<file path="src/rtl/lsu_gpio_pkg.sv">
// Shared constants and types for the LSU AXI write slave that drives the
// GPIO output, GPIO output-enable and LA mirror registers.
package lsu_gpio_pkg;

    // Byte offsets of the registers inside the 16-byte window. OUT and OEB
    // share one 64-bit beat (low and high lanes); LA sits in the upper beat.
    localparam logic [3:0] OFF_OUT = 4'h0;
    localparam logic [3:0] OFF_OEB = 4'h4;
    localparam logic [3:0] OFF_LA  = 4'h8;

    // AXI B-channel response codes.
    localparam logic [1:0] RESP_OKAY   = 2'b00;
    localparam logic [1:0] RESP_SLVERR = 2'b10;
    localparam logic [1:0] RESP_DECERR = 2'b11;

    // Write-slave sequencing.
    typedef enum logic [1:0] {
        ST_IDLE    = 2'd0,
        ST_COLLECT = 2'd1,
        ST_RESP    = 2'd2
    } state_e;

endpackage

</file>
<file path="src/rtl/lsu_gpio_regfile.sv">
// GPIO output / output-enable / LA mirror registers with byte-strobe merge.
// A single commit pulse writes whichever lanes the strobes select; sel_la_i
// chooses between the OUT/OEB beat and the LA beat.
module lsu_gpio_regfile #(
    parameter int GPIO_W = 28
) (
    input  logic              clk,
    input  logic              srst,
    input  logic              commit_i,
    input  logic              sel_la_i,
    input  logic [63:0]       wdata_i,
    input  logic [7:0]        wstrb_i,
    output logic [GPIO_W-1:0] gpio_out_o,
    output logic [GPIO_W-1:0] gpio_oeb_o,
    output logic [31:0]       la_word_o
);

    logic [GPIO_W-1:0] out_q, out_d;
    logic [GPIO_W-1:0] oeb_q, oeb_d;
    logic [31:0]       la_q,  la_d;

    // Data bits beyond the GPIO width in each lane have no register behind them.
    logic unused_wdata;
    assign unused_wdata = ^wdata_i;

    // Per-bit merge: a bit takes new data only when its byte lane is strobed.
    genvar gi;
    generate
        for (gi = 0; gi < GPIO_W; gi++) begin : g_gpio_bit
            assign out_d[gi] = (commit_i && !sel_la_i && wstrb_i[gi/8])
                               ? wdata_i[gi] : out_q[gi];
            assign oeb_d[gi] = (commit_i && !sel_la_i && wstrb_i[4 + gi/8])
                               ? wdata_i[32 + gi] : oeb_q[gi];
        end
        for (gi = 0; gi < 32; gi++) begin : g_la_bit
            assign la_d[gi] = (commit_i && sel_la_i && wstrb_i[gi/8])
                              ? wdata_i[gi] : la_q[gi];
        end
    endgenerate

    // Register state; pads default to inputs (oeb all ones) out of reset.
    always_ff @(posedge clk) begin
        if (srst) begin
            out_q <= '0;
            oeb_q <= '1;
            la_q  <= '0;
        end else begin
            out_q <= out_d;
            oeb_q <= oeb_d;
            la_q  <= la_d;
        end
    end

    assign gpio_out_o = out_q;
    assign gpio_oeb_o = oeb_q;
    assign la_word_o  = la_q;

endmodule

</file>
<file path="src/rtl/lsu_axi_gpio_bridge.sv">
// Single-outstanding AXI4 write slave fronting the GPIO / LA registers.
// AW and W are accepted independently; the write commits on the edge where
// both are held, and a B response with the echoed ID is returned.
module lsu_axi_gpio_bridge
    import lsu_gpio_pkg::*;
#(
    parameter logic [31:0] BASE_ADDR = 32'h2000_0000,
    parameter int          GPIO_W    = 28,
    parameter int          ID_W      = 3
) (
    input  logic              wb_clk_i,
    input  logic              wb_rst_i,
    input  logic              axi_awvalid,
    output logic              axi_awready,
    input  logic [ID_W-1:0]   axi_awid,
    input  logic [31:0]       axi_awaddr,
    input  logic [7:0]        axi_awlen,
    input  logic              axi_wvalid,
    output logic              axi_wready,
    input  logic [63:0]       axi_wdata,
    input  logic [7:0]        axi_wstrb,
    input  logic              axi_wlast,
    output logic              axi_bvalid,
    input  logic              axi_bready,
    output logic [1:0]        axi_bresp,
    output logic [ID_W-1:0]   axi_bid,
    output logic [GPIO_W-1:0] gpio_out,
    output logic [GPIO_W-1:0] gpio_oeb,
    output logic [31:0]       la_word,
    output logic              wr_pulse
);

    state_e            state_q;

    // AW hold: ID, decode result, lane select, burst flag.
    logic              aw_held_q,  aw_held_d;
    logic [ID_W-1:0]   awid_q,     awid_d;
    logic              aw_match_q, aw_match_d;
    logic              aw_lane_q,  aw_lane_d;
    logic              aw_err_q,   aw_err_d;

    // W hold: first beat captured, stream finished, burst-on-W flag.
    logic              w_beat_q,   w_beat_d;
    logic              w_done_q,   w_done_d;
    logic              w_err_q,    w_err_d;
    logic [63:0]       wdata_q,    wdata_d;
    logic [7:0]        wstrb_q,    wstrb_d;

    logic              bvalid_q;
    logic [1:0]        bresp_q;
    logic [ID_W-1:0]   bid_q;
    logic              wr_pulse_q;

    logic              aw_hs, w_hs, commit, reg_we, any_byte;
    logic [1:0]        resp;

    // Byte offset within a beat does not affect lane placement.
    logic unused_addr;
    assign unused_addr = ^axi_awaddr[2:0];

    // Readies depend only on registered state and reset.
    assign axi_awready = ~aw_held_q & ~wb_rst_i & (state_q != ST_RESP);
    assign axi_wready  = ~w_done_q  & ~wb_rst_i & (state_q != ST_RESP);

    assign aw_hs = axi_awvalid & axi_awready;
    assign w_hs  = axi_wvalid  & axi_wready;

    // Next hold values including this cycle's handshakes, plus commit decode.
    always_comb begin
        aw_held_d  = aw_held_q;
        awid_d     = awid_q;
        aw_match_d = aw_match_q;
        aw_lane_d  = aw_lane_q;
        aw_err_d   = aw_err_q;
        w_beat_d   = w_beat_q;
        w_done_d   = w_done_q;
        w_err_d    = w_err_q;
        wdata_d    = wdata_q;
        wstrb_d    = wstrb_q;
        if (aw_hs) begin
            aw_held_d  = 1'b1;
            awid_d     = axi_awid;
            aw_match_d = (axi_awaddr[31:4] == BASE_ADDR[31:4]);
            aw_lane_d  = (axi_awaddr[3] == OFF_LA[3]);
            aw_err_d   = (axi_awlen != 8'd0);
        end
        if (w_hs) begin
            // Only the first beat carries usable data; later beats of an
            // (unsupported) burst are drained until wlast.
            if (!w_beat_q) begin
                w_beat_d = 1'b1;
                wdata_d  = axi_wdata;
                wstrb_d  = axi_wstrb;
                w_err_d  = ~axi_wlast;
            end
            if (axi_wlast) begin
                w_done_d = 1'b1;
            end
        end

        commit = (state_q != ST_RESP) & aw_held_d & w_done_d;

        if (aw_err_d || w_err_d) begin
            resp = RESP_SLVERR;
        end else if (!aw_match_d) begin
            resp = RESP_DECERR;
        end else begin
            resp = RESP_OKAY;
        end

        any_byte = aw_lane_d ? (|wstrb_d[3:0]) : (|wstrb_d);
        reg_we   = commit & (resp == RESP_OKAY) & any_byte;
    end

    // Transaction sequencing, holds and registered B-channel outputs.
    always_ff @(posedge wb_clk_i) begin
        if (wb_rst_i) begin
            state_q    <= ST_IDLE;
            aw_held_q  <= 1'b0;
            awid_q     <= '0;
            aw_match_q <= 1'b0;
            aw_lane_q  <= 1'b0;
            aw_err_q   <= 1'b0;
            w_beat_q   <= 1'b0;
            w_done_q   <= 1'b0;
            w_err_q    <= 1'b0;
            wdata_q    <= '0;
            wstrb_q    <= '0;
            bvalid_q   <= 1'b0;
            bresp_q    <= RESP_OKAY;
            bid_q      <= '0;
            wr_pulse_q <= 1'b0;
        end else begin
            wr_pulse_q <= 1'b0;
            unique case (state_q)
                ST_IDLE, ST_COLLECT: begin
                    aw_held_q  <= aw_held_d;
                    awid_q     <= awid_d;
                    aw_match_q <= aw_match_d;
                    aw_lane_q  <= aw_lane_d;
                    aw_err_q   <= aw_err_d;
                    w_beat_q   <= w_beat_d;
                    w_done_q   <= w_done_d;
                    w_err_q    <= w_err_d;
                    wdata_q    <= wdata_d;
                    wstrb_q    <= wstrb_d;
                    if (commit) begin
                        state_q    <= ST_RESP;
                        bvalid_q   <= 1'b1;
                        bresp_q    <= resp;
                        bid_q      <= awid_d;
                        wr_pulse_q <= reg_we;
                    end else if (aw_hs || w_hs) begin
                        state_q <= ST_COLLECT;
                    end
                end
                ST_RESP: begin
                    if (axi_bready) begin
                        state_q   <= ST_IDLE;
                        bvalid_q  <= 1'b0;
                        aw_held_q <= 1'b0;
                        aw_err_q  <= 1'b0;
                        w_beat_q  <= 1'b0;
                        w_done_q  <= 1'b0;
                        w_err_q   <= 1'b0;
                    end
                end
                default: begin
                    state_q <= ST_IDLE;
                end
            endcase
        end
    end

    assign axi_bvalid = bvalid_q;
    assign axi_bresp  = bresp_q;
    assign axi_bid    = bid_q;
    assign wr_pulse   = wr_pulse_q;

    lsu_gpio_regfile #(
        .GPIO_W(GPIO_W)
    ) u_regfile (
        .clk        (wb_clk_i),
        .srst       (wb_rst_i),
        .commit_i   (reg_we),
        .sel_la_i   (aw_lane_d),
        .wdata_i    (wdata_d),
        .wstrb_i    (wstrb_d),
        .gpio_out_o (gpio_out),
        .gpio_oeb_o (gpio_oeb),
        .la_word_o  (la_word)
    );

endmodule
</file>
<file path="config.mk">
export PLATFORM = sky130hd
export DESIGN_NAME = lsu_axi_gpio_bridge
export DESIGN_NICKNAME = d
export VERILOG_FILES = /design/src/rtl/lsu_gpio_pkg.sv /design/src/rtl/lsu_gpio_regfile.sv /design/src/rtl/lsu_axi_gpio_bridge.sv
export SDC_FILE = /design/constraint.sdc
export NUM_CORES = 1
export LEC_CHECK = 0
export CAP_MARGIN = 20
export CORE_MARGIN = 4
export CORE_UTILIZATION = 43
export DETAILED_ROUTE_END_ITERATION = 8
export PLACE_DENSITY = 0.76
export SYNTH_ARGS = -nofsm -noshare
export SYNTH_HDL_FRONTEND = slang
export SYNTH_SLANG_ARGS = --single-unit
</file>
<file path="constraint.sdc">
create_clock -name wb_clk_i -period 2.95 [get_ports wb_clk_i]
set_clock_uncertainty 0.15 [all_clocks]
set_input_delay 0.885 -clock wb_clk_i [delete_from_list [all_inputs] [get_ports wb_clk_i]]
set_output_delay 0.885 -clock wb_clk_i [all_outputs]
set_load 0.05 [all_outputs]
</file>
==> results by group <==
Status
  • Status: finished clean

Synthesis
  • Seq/Total Area, Yosys: 45.9%
  • Synth Instances: 926
  • Synthesis Warnings: 0
  • Async set-reset flop share out of synthesis: 0%
  • Post-Syn Nets: roughly 1,000
  • Main synth FF type: dfxtp_1
  • Distinct cells, synth: 44
  • Synth Register Bits: about 180
  • EDFF count, synth: 0
  • Syn Area/Cell: between 8 and 9 um^2
  • Synthesized area: 0.00764 mm^2

Global route
  • Grt total ovfl: 0
  • Global-route wire length before repair: roughly 33 mm
  • Vias in the first global route: 6,676
  • GRT Util Overall: 20.4%
  • Initial antenna violation count: 0
  • Largest net degree at the start of global routing: slightly above 90

STA
  • Min Hold Slack: between 0.3 and 0.4 ns
  • Setup WS post-layout: 0.0460 ns
  • Final Critical Period: about 2.9 ns
  • Hold Violations, Final: 0
  • Final Max Slew Viols: 0
  • Fin crit share: 98.4%
  • Slew @ Worst Pin: 0.893 ns
  • Fmax: ~340 MHz
  • Final number of setup-violating endpoints: 0
  • Slew HR: 40.5%

Clock tree
  • CTS tree: built
  • Clock slew at reported path FFs: 0.06 ns
  • H-tree level count: 4
  • CTS Sinks: between 150 and 200
  • Inserted Clock Buffers: 17
  • Deepest clock path buffer count: 2
  • Worst-skew pair later-pin latency: 0.42 ns
  • CTS Root Cell: clkbuf_16

Hold path
  • Hold crit path type: flop to flop
  • Hold path depth: 2
  • Hold wc startpoint: wdata_q[34]
  • Min-Delay Endpoint: wdata_q[34]

Power
  • Pwr/cell area: 477 mW/mm^2
  • Seq pwr share: 46.1%
  • NetSw: 0.00133 W
  • Comb pwr share: 12.2%
  • Clk pwr share: between 40% and 50%
  • Sw frac: 24.9%
  • Pint: 0.00400 W
  • Worst vdd ir: 0.381 mV
  • Static leakage: 4.11 nW
  • Design Power: about 0.0053 W

Route
  • Vias/cell: 5.02
  • Routed len/inst: between 15 and 20 um
  • DRC Markers: 0
  • Initial DRT Pass Iterations: 5
  • 1st-iter DRT viols: 383
  • Detail Route Antenna Nets: 0
  • WL final: approximately 21 mm
  • Via count: 6,961

Flow run
  • Max-Cap Viols: 0

Critical path
  • Critical path required time: 3.11 ns
  • Reg2reg start: state_q[0]
  • FF-to-FF path depth: 9
  • Worst Setup End Kind: flop
  • Reg-to-reg endpoint: u_regfile.gpio_out_o[4]
  • CP cell instances: clkdlybuf4s50_1 -> nor4_1 -> nand4_1 -> o31ai_4 -> nand4_4 -> buf_6 -> nor2_4 -> buf_12 -> mux2_1
  • CP max-delay cell: o31ai_4
  • Worst Path Arrival: 3.06 ns
  • Crit start category: input port
  • Critical path's largest stage delay: 0.43 ns
  • Reg2Reg Setup Slack: 0.40 ns
  • Setup Crit Path Kind: input port to flop
  • CP max FO: 8

Cells and area
  • Register area: between 0.003 and 0.004 mm^2
  • Multi-input gate area: 0.00406 mm^2
  • Nets: 1,271
  • Fin util: 64.4%
  • Fraction of layout cells with a size suffix above 1: between 10% and 20%
  • Fillers: between 1,000 and 1,500
  • Area grow syn2layout: 46.3%
  • ANT cells: 0
  • Non-filler instance count after layout: 1,388

Die
  • Initial Util: between 40% and 50%
  • DIE AREA: 0.0200 mm^2
  • Core Region: 0.0174 mm^2
  • Chip Width: 141 um
  • Die Y: 141 um
  • Rows: 48
  • I/O pins: 218

Placement
  • Routability cong.: 0.797
  • Post-Place Worst Slack: -0.596 ns
  • Port Buf Inserts: 210
  • Inst Count DP: about 1,300
  • Post-detail-place hpwl: 14.4 mm
[synthesized netlist by cell type (8+ instances only)]
master	instances	area share [%]
and3_1	29	2.4
a211oi_1	8	0.79
mux2i_1	40	5.2
nor2_1	55	2.7
clkbuf_1	43	2.1
a21oi_1	109	7.1
dfxtp_1	175	46
nand2_1	270	13
mux2_2	48	7.1
nor4_1	13	1.1
nor2b_1	53	4.3
o21ai_0	11	0.72
buf_2	9	0.59
[how the worst max path moves through the flow]
stage	depth (start not counted)	end	from	slack, ns
5_1_grt	9	u_regfile.gpio_out_o[5]	axi_awaddr[10]	-0.03
3_5_place_dp	7	u_regfile.la_word_o[27]	axi_awaddr[11]	-0.60
4_1_cts	9	u_regfile.gpio_oeb_o[23]	axi_awaddr[4]	0.005
6_report	9	u_regfile.gpio_out_o[4]	axi_awaddr[10]	0.05
2_1_floorplan	4	axi_wready	wb_rst_i	0.002
3_3_place_gp	7	u_regfile.la_word_o[24]	axi_awaddr[5]	-0.58
[metal layers]
metal	GRT usage, %	wire length (um)	vias to the layer above
li1	-	-	3535
met1	26.3	9310	3214
met2	33.5	9830	197
met3	5.90	1560	15
met4	5.61	209	0
met5	0	0	-
[cell type report]
type	instances	share of cell area, %
clock buffers	20	4.00
clock inverters	12	1.20
inverters	4	0.134
multi-input cells	688	36.3
flip-flops and latches	175	31.4
well taps	225	2.52
repair buffers	264	24.5
[power groups by stage]
stage / Combinational [W] / Sequential, W / Clock [W]
finish: 0.000649 / 0.00246 / 0.00223
global route: 0.000708 / 0.00246 / 0.00237
CTS: 0.000640 / 0.00246 / 0.00226
detailed placement: 0.000639 / 0.00251 / 0
global placement: 0.000632 / 0.00251 / 0
floorplan: 0.000307 / 0.00252 / 0
[placed cells by master (no fill, tap or decap), types with 13 or more instances in the layout]
cell,instances
buf_12,15
nor2_1,53
dfxtp_1,175
mux2_4,13
nand2_1,269
clkbuf_16,17
and3_1,29
buf_4,31
nor2b_1,53
mux2_2,37
clkdlybuf4s50_1,190
mux2i_1,39
a21oi_1,109
[critical path: cells and delay by family]
kind / cells / cell delay, ns
buf+inv: 3 / 0.72
mux: 1 / 0.31
compound gates: 1 / 0.43
simple gates: 4 / 0.71
[sequential cells by signal (all words and copies together) (netlist names)]
name                  flops
wdata_q                  60
u_regfile.la_word_o      32
u_regfile.gpio_oeb_o     28
u_regfile.gpio_out_o     28
wstrb_q                   8
awid_q                    3
axi_bid                   3
axi_bresp                 2
state_q                   2
aw_err_q                  1
aw_held_q                 1
aw_lane_q                 1
aw_match_q                1
axi_bvalid                1
w_beat_q                  1
w_done_q                  1
w_err_q                   1
wr_pulse                  1
[cells by family after synthesis]
family | synth area share, %
simple gates | 27.1
flops | 45.9
compound gates | 10.5
mux | 13.3
buf+inv | 3.24
[repair_timing]
action                     4_1_cts  5_1_grt
gates resized for setup         13       44
setup endpoints to repair       73       88
setup buffers                    2        5
pin swaps                       12       14
hold buffers                     0        0
[metrics by stage]
step | TNS (ns) | instance area [um^2]
5_1_grt | -0.298 | 11200
6_report | 0 | 11200
4_1_cts | 0 | 11000
3_5_place_dp | -63.53 | 10300
2_1_floorplan | 0 | 7650
3_3_place_gp | -61.98 | 10300
No activity file was read; power rests on OpenSTA's default activity.
==> variant (same flow settings) <==
Encoding of `state_e`: now one-hot (3 bits for 3 states).
--- a/src/rtl/lsu_gpio_pkg.sv
+++ b/src/rtl/lsu_gpio_pkg.sv
@@ -15,8 +15,8 @@
 
     // Write-slave sequencing.
-    typedef enum logic [1:0] {
-        ST_IDLE    = 2'd0,
-        ST_COLLECT = 2'd1,
-        ST_RESP    = 2'd2
+    typedef enum logic [2:0] {
+        ST_IDLE    = 3'b001,
+        ST_COLLECT = 3'b010,
+        ST_RESP    = 3'b100
     } state_e;
 
Check against the original RTL: same outputs for any inputs over 4 cycles, from zero or initial values and one cycle with wb_rst_i high; so few cycles prove little.
==> variant against the unedited design <==
  * The run now ends with negative setup slack left
  * Setup slack worse by 0.11 ns
  * Wire length up 3.8%
  * Via count up 5.0%
  * Sequential cell count up 1
  * Cell area up 0.72%
  * Area after synthesis up 2.6%
  * Synthesized cell count up 4.4%
  * Sequential share of layout area about the same
  * Highest routed layer unchanged
Power is not compared: it rests on default switching activity, and its combinational part moved more than twofold at a synthesized area within 25%.
==> variant: results (changes against the unedited design) <==
run_status:
  outcome: "finished with violations"
  violations: "negative setup slack"
sta:
  tns_ns: -1.05  # -1.05 ns
  setup_viol: 41  # +41
  fin_ws_ns: -0.0658  # -0.112 ns
global_route:
  grt_use_total_pct: 20.9  # +0.52 points
  grtUsageMet1_pct: 26.2  # -0.15 points
  gr-usage-met2_pct: 36.3  # +2.8 points
  grt_first_pass_wirelength_mm: 35.0  # +5.4%
  grt_max_degree: 102  # +9.7%
placement:
  pre_cts_ws_ns: -0.624  # -0.0276 ns
  placed_area_mm2: 0.0106  # +2.4%
  dp_cells: 1388  # +2.9%
  gp_congestion: 0.779  # -2.3%
  hpwl_mm: 14.6  # +1.3%
drt:
  wl_met2_mm: 10.7  # +9.0%
  via_per_inst: 5.14  # +2.4%
  wl_per_cell_um: 15.3  # +1.3%
worst_setup_path:
  cp_slowest_cell: "or3_4"
  timing.rr.start: "state_q[1]"
  reg2reg_slack_ns: 0.35  # -0.05 ns
  worstRegToRegCells: 6  # -3
  startpoint: "axi_awaddr[20]"
yosys:
  synthTopCellsByArea: "dfxtp_1 45%, nand2_1 11%, a21oi_1 8.4%"
  synth_compound_gate_area_share_pct: 13.5  # +2.9 points
  synth_common_cells: "223 x nand2_1, 176 x dfxtp_1, 132 x a21oi_1"
  synth_xor_area_share_pct: 0.112  # +0.11 points
  postSynthAreaPerCell_um2: 8.10  # -1.8%
  synth_mux_area_share_pct: 10.8  # -2.5 points
  syn_nets: 1088  # +3.9%
clocking:
  cts_setup_buffers: 1  # -1
finish:
  fillCellCount: 1517  # +3.5%
==> variant: cell types whose count changed after synthesis, sizes merged, moves of 27 or more <==
cell / change
nor2: +49
nand2: -47
nor3: +33
mux2i: -30
o21bai: +28
and3: -27
==> variant: layout make-up <==
type / count / area, um2 / area share (%)
Multi-Input combinational cell: 725 / 4210 / 37.4
Sequential cell: 176 / 3520 / 31.3
Timing Repair Buffer: 260 / 2660 / 23.6
Clock buffer: 18 / 429 / 3.81
Tap cell: 229 / 287 / 2.55
Clock inverter: 14 / 145 / 1.29
Inverter: 1 / 3.75 / 0.0334
==> variant: worst min path at each step <==
stage / startpoint / endpoint
3_3_place_gp: wdata_q[31] / wdata_q[31]
2_1_floorplan: wdata_q[0] / wdata_q[0]
3_5_place_dp: wdata_q[47] / wdata_q[47]
4_1_cts: wdata_q[34] / wdata_q[34]
5_1_grt: wdata_q[39] / wdata_q[39]
6_report: wdata_q[5] / wdata_q[5]
